File: src/rtl/uart_report_formatter.sv
// rtl/uart_report_formatter.sv - snapshots N_CH BCD readings and streams one ASCII report line per channel
module uart_report_formatter #(
    parameter int N_CH   = 13,
    parameter int DIGITS = 4,
    parameter int PERIOD = 65_000_000,
    parameter int AUTO   = 1
) (
    input  logic                     clk,
    input  logic                     rst,
    input  logic [N_CH*4*DIGITS-1:0] ch_bcd,
    input  logic                     trig,
    output logic [7:0]               tx_data,
    output logic                     tx_valid,
    input  logic                     tx_ready,
    output logic                     busy,
    output logic                     frame_done
);

    localparam int W   = N_CH * 4 * DIGITS;
    localparam int LW  = 4 * DIGITS;
    localparam int LEN = DIGITS + 10;
    localparam int BW  = 5;
    localparam int CW  = $clog2(N_CH + 1);
    localparam int PW  = $clog2(PERIOD);

    typedef enum logic [1:0] {IDLE, SEND, DONE} state_t;

    state_t          state, state_nx;
    logic [W-1:0]    snap;
    logic [BW-1:0]   byte_idx;
    logic [CW-1:0]   ch_idx;
    logic [3:0]      lbl_tens, lbl_units;
    logic [PW-1:0]   per_cnt;
    logic            auto_pend;
    logic            auto_hit, start, accept, last_byte, last_ch;
    logic [3:0]      cur_nib;
    logic [7:0]      tx_byte;

    function automatic logic [7:0] bcd_ascii(input logic [3:0] n);
        return (n <= 4'd9) ? {4'h3, n} : 8'h3F;
    endfunction

    assign auto_hit  = (AUTO != 0) && (per_cnt == PW'(PERIOD - 1));
    assign start     = (state == IDLE) && (trig || auto_pend || auto_hit);
    assign accept    = (state == SEND) && tx_ready;
    assign last_byte = (byte_idx == BW'(LEN - 1));
    assign last_ch   = (ch_idx == CW'(N_CH - 1));

    always_comb begin
        state_nx = state;
        case (state)
            IDLE:    if (start) state_nx = SEND;
            SEND:    if (accept && last_byte && last_ch) state_nx = DONE;
            DONE:    state_nx = IDLE;
            default: state_nx = IDLE;
        endcase
    end

    always_ff @(posedge clk) begin
        if (rst) begin
            state     <= IDLE;
            snap      <= '0;
            byte_idx  <= '0;
            ch_idx    <= '0;
            lbl_tens  <= 4'd0;
            lbl_units <= 4'd0;
            per_cnt   <= '0;
            auto_pend <= 1'b0;
        end else begin
            state <= state_nx;

            if (start || per_cnt == PW'(PERIOD - 1))
                per_cnt <= '0;
            else
                per_cnt <= per_cnt + 1'b1;

            // a periodic request landing while busy waits for the next IDLE cycle
            if (start)
                auto_pend <= 1'b0;
            else if (auto_hit)
                auto_pend <= 1'b1;

            if (start) begin
                snap      <= ch_bcd;
                byte_idx  <= '0;
                ch_idx    <= '0;
                lbl_tens  <= 4'd0;
                lbl_units <= 4'd1;
            end else if (accept) begin
                if (last_byte) begin
                    byte_idx <= '0;
                    ch_idx   <= ch_idx + 1'b1;
                    // the current channel always sits in the low bits of the snapshot
                    snap     <= snap >> LW;
                    if (lbl_units == 4'd9) begin
                        lbl_units <= 4'd0;
                        lbl_tens  <= lbl_tens + 4'd1;
                    end else begin
                        lbl_units <= lbl_units + 4'd1;
                    end
                end else begin
                    byte_idx <= byte_idx + 1'b1;
                end
            end
        end
    end

    always_comb begin
        cur_nib = 4'd0;
        for (int j = 0; j < DIGITS; j++)
            if (byte_idx == BW'(6 + j)) cur_nib = snap[(DIGITS-1-j)*4 +: 4];
    end

    always_comb begin
        tx_byte = 8'h00;
        if (byte_idx == BW'(0))                tx_byte = 8'h56;
        else if (byte_idx == BW'(1))           tx_byte = {4'h3, lbl_tens};
        else if (byte_idx == BW'(2))           tx_byte = {4'h3, lbl_units};
        else if (byte_idx == BW'(3))           tx_byte = 8'h20;
        else if (byte_idx == BW'(4))           tx_byte = 8'h2D;
        else if (byte_idx == BW'(5))           tx_byte = 8'h20;
        else if (byte_idx < BW'(6 + DIGITS))   tx_byte = bcd_ascii(cur_nib);
        else if (byte_idx == BW'(6 + DIGITS))  tx_byte = 8'h20;
        else if (byte_idx == BW'(7 + DIGITS))  tx_byte = 8'h56;
        else if (byte_idx == BW'(8 + DIGITS))  tx_byte = 8'h0A;
        else if (byte_idx == BW'(9 + DIGITS))  tx_byte = 8'h0D;
    end

    assign tx_data    = (state == SEND) ? tx_byte : 8'h00;
    assign tx_valid   = (state == SEND);
    assign busy       = (state != IDLE);
    assign frame_done = (state == DONE);

endmodule
File: config.mk
export PLATFORM = sky130hd
export DESIGN_NAME = uart_report_formatter
export DESIGN_NICKNAME = d
export VERILOG_FILES = /design/src/rtl/uart_report_formatter.sv
export SDC_FILE = /design/constraint.sdc
export NUM_CORES = 1
export LEC_CHECK = 0
export BUFFER_PORTS_ARGS = -buffer_cell sky130_fd_sc_hd__buf_2
export CORE_ASPECT_RATIO = 0.7
export CORE_MARGIN = 1
export CORE_UTILIZATION = 36
export CTS_CLUSTER_SIZE = 28
export DETAILED_ROUTE_END_ITERATION = 8
export GPL_TIMING_DRIVEN = 1
export SYNTH_ARGS = -nofsm -noshare
export SYNTH_HDL_FRONTEND = slang
export SYNTH_SLANG_ARGS = --single-unit
export TNS_END_PERCENT = 10
File: constraint.sdc
create_clock -name clk -period 2.7 [get_ports clk]
set_input_delay 0.135 -clock clk [delete_from_list [all_inputs] [get_ports clk]]
set_output_delay 0.135 -clock clk [all_outputs]
set_load 0.05 [all_outputs]
==> key figures <==
Global routing
  – Pin count of the biggest net entering global routing: 177
  – All-layer global routing usage: 24.55%
  – Initial antenna violation count: 1
  – Number of global-route vias before repair: 12595
  – Global route total overflow: 0
  – First-pass GRT wire length: 68.17 mm

Critical path
  – Reg2reg setup slack: 100 ps
  – Crit path DAT: 2510 ps
  – Critical setup path kind: reg -> out
  – Crit-path slowest cell: dfxtp_4
  – Worst endpoint required time: 2570 ps
  – Cell Chain, Critical Path: inv_4, ha_2, buf_4, nand2b_4, a31oi_4, o22ai_1, a221o_1, o21ai_2, buf_6
  – CP Launch Type: flip-flop
  – Max incr delay on CP: 390 ps
  – Worst Setup End Kind: output port
  – R2r endpoint: snap[33]$_SDFFE_PP0P_
  – Worst-path fanout max: 7
  – Reg2Reg Depth: 7
  – Worst reg2reg startpoint: per_cnt[0]$_SDFF_PP0_

STA
  – Slew Limit Headroom: 38.19%
  – Final Hold Vio Count: 0
  – Slew Viols, Final: 0
  – Setup-failing EPs final: 0
  – Hold slack: 47.07 ps
  – Period Utilization, post-route: 98.02%
  – Max Freq: 0.3779 GHz
  – RSZ-0062 raised after global routing: true
  – Worst Tran Pin Value: 927.2 ps
  – Worst clock skew: 7.457 ps
  – Final min period: 2646 ps

Logic synthesis
  – Post-synthesis sequential area ratio: 42.23%
  – Post-Synth XOR/XNOR Area: 2.182%
  – Avg Inst Size Synth: 7.793 µm²
  – Post-Synth Adder-Cell Area: 0.8313%
  – Synth warn: 0
  – Count of different cell masters after synthesis: 61
  – Syn_nets: 1765
  – Multiplexer share of the synthesized area: 0.2598%
  – Largest family of logic cells by synthesized area: simple AND/OR/NAND/NOR gates
  – Synth Flop Type: dfxtp_1
  – Simple-Gate Fraction of Synth Area: 23.66%
  – Cell area after synthesis: 12040 µm²
  – Yosys reg bits: 254
  – Synth async-reset ratio: 0%
  – Syn Inst Count: 1545
  – Post-synthesis compound-gate area fraction: 23.55%
  – EDFF count, synth: 0

Layout
  – Area grow syn2layout: 37.65%
  – Final Cell Area: 16570 µm²
  – Final nets: 2093
  – Non-Filler Instances: 2318
  – Share of cells above drive strength 1: 18.36%
  – Commonest cells after routing, fill and taps aside: nand2_1 (250), dfxtp_1 (249), buf_2 (216), dlygate4sd3_1 (209), nand4_1 (187)
  – Commonest non-fill, non-tap cell in the layout: nand2_1

Floorplan
  – Die area: 34190 µm²
  – Die W: 220.6 µm
  – Rows: 55
  – Boundary Pins: 223
  – Starting Density: 36.91%
  – Core Box Area: 32620 µm²
  – Die Ht: 155.0 µm

Worst hold path
  – Endpoint, Worst Hold: state[0]$_SDFFE_PP0P_
  – HP Start: rst
  – Tightest Hold Check Type: in -> reg
  – Hold Crit Depth: 2

CTS
  – Clk Latency, worst-skew pair: 540 ps
  – Root buf cell: clkbuf_16
  – Clock-pin slew on the worst setup and hold paths: 60 ps
  – Clock Tree Buf Depth: 3
  – H-tree levels: 1
  – Clk sinks: 254
  – CTS tree: done
  – TritonCTS Buffers: 26

Drt
  – Vias: 13483
  – WL met2: 19.85 mm
  – DRC errors left: 11
  – Top routing layer in use: met4
  – Post-route ant nets: 0
  – WL met3: 2.777 mm
  – Average vias per placed instance: 5.817
  – Starting DRT DRC Count: 1408
  – First drt pass iteration count: 7
  – M1 WL: 19.59 mm
  – WL/cell: 18.87 µm
  – Drt total wl: 43.73 mm

Power
  – Total chip power: 8.899 mW
  – Leak: 5.831 nW
  – VDD IR max: 0.4060 mV
  – Pwr/cell area: 536.9 nW/µm²

Run
  – Max_cap viols: 0

Placement
  – # port buffers: 221
  – GP Congestion: 0.9050
  – DP Cell Count: 2062
  – DP Wirelength: 27.18 mm
  – Post-DP Area: 13440 µm²

Outcome
  – Status: complete, but fails checks
  – Failing checks: DRC
state kept, by name, indices dropped and copies added, names as in the netlist:
signal / cells
snap: 208
per_cnt: 26
byte_idx: 5
ch_idx: 4
lbl_tens: 4
lbl_units: 4
state: 2
auto_pend: 1
cell type report:
type | count | area (µm²)
well taps | 427 | 534.3
clock buffers | 37 | 763.2
inverters | 15 | 58.81
repair buffers | 477 | 3771
multi-input cells | 1099 | 6256
fillers | 3136 | 16050
clock inverters | 8 | 93.84
flip-flops and latches | 254 | 5094
diodes | 1 | 2.502
repair_timing:
action / CTS / global route
hold endpoints to repair: 209 / 0
setup endpoints to repair: 4 / 4
hold buffers: 209 / 0
buffers inserted: 0 / 1
pin swaps: 2 / 5
resized for setup: 21 / 21
worst max path at each step:
stage,slack [ps],startpoint,endpoint,cells past startpoint
6_report,50,byte_idx[0]$_SDFFE_PP0P_,tx_data[2],9
5_1_grt,-50,byte_idx[1]$_SDFFE_PP0P_,tx_data[2],8
4_1_cts,-50,byte_idx[0]$_SDFFE_PP0P_,tx_data[2],9
3_5_place_dp,220,byte_idx[1]$_SDFFE_PP0P_,snap[26]$_SDFFE_PP0P_,8
3_3_place_gp,310,per_cnt[0]$_SDFF_PP0_,snap[97]$_SDFFE_PP0P_,7
2_1_floorplan,-90,byte_idx[1]$_SDFFE_PP0P_,tx_data[3],10
routing by layer:
layer / track usage (%) / up-vias
met5: 0 / -
met1: 34.19 / 6420
met2: 38.62 / 576
met3: 3.500 / 118
met4: 8.611 / 0
li1: - / 6369
cells in the mapped netlist, drive strengths merged (3+ instances only):
| library cell | count | area share, % |
|---|---|---|
| inv | 15 | 0.47 |
| nand3 | 21 | 0.87 |
| a31oi | 164 | 8.5 |
| a32oi | 4 | 0.29 |
| nand2 | 252 | 7.9 |
| a211oi | 3 | 0.19 |
| o22ai | 4 | 0.21 |
| dfxtp | 254 | 42 |
| nor3b | 3 | 0.19 |
| nand4 | 187 | 9.7 |
| ha | 8 | 0.83 |
| a21oi | 65 | 2.7 |
| nand2b | 4 | 0.21 |
| and3 | 3 | 0.16 |
| a311oi | 33 | 2.4 |
| nor2b | 8 | 0.42 |
| nor4 | 6 | 0.44 |
| o21ai | 186 | 7.7 |
| xor2 | 10 | 0.73 |
| and4 | 4 | 0.32 |
| buf | 76 | 3.6 |
| clkbuf | 101 | 3.1 |
| xnor2 | 20 | 1.5 |
| o21bai | 3 | 0.19 |
| nor3 | 15 | 0.62 |
| nor2 | 56 | 1.7 |
| and2 | 3 | 0.16 |
where the power goes:
group / leakage, nW / internal (mW) / switching (mW)
Combinational: 3.32 / 0.553 / 0.568
Clock: 0.427 / 2.15 / 1.52
Sequential: 2.09 / 3.96 / 0.141
Total: 5.83 / 6.66 / 2.23
per-stage QoR:
step	setup WS [ps]	util, %	TNS (ps)
final	53.54	50.81	0
after global routing	-54.46	50.81	-90.38
after CTS	-47.90	50.46	-70.99
after detailed placement	218.5	41.21	0
after global placement	309.0	41.21	0
after floorplan	-85.67	-	-85.67
kinds of logic after synthesis:
kind of cell | count (synthesis)
xor+xnor | 30
mux | 3
buf+inv | 192
other cells | 1
simple gates | 576
fa+ha+maj | 8
flops | 254
compound gates | 481
critical path, delay by kind of cell, from the launching register on:
family	cells	cell delay, ps
flip-flops	1	390
buffers and inverters	3	400
adder cells (fa/ha/maj)	1	190
AND/OR/NAND/NOR	1	180
AO/OA/AOI/OAI	4	810
Note: power is estimated with default switching activity, not from simulation.
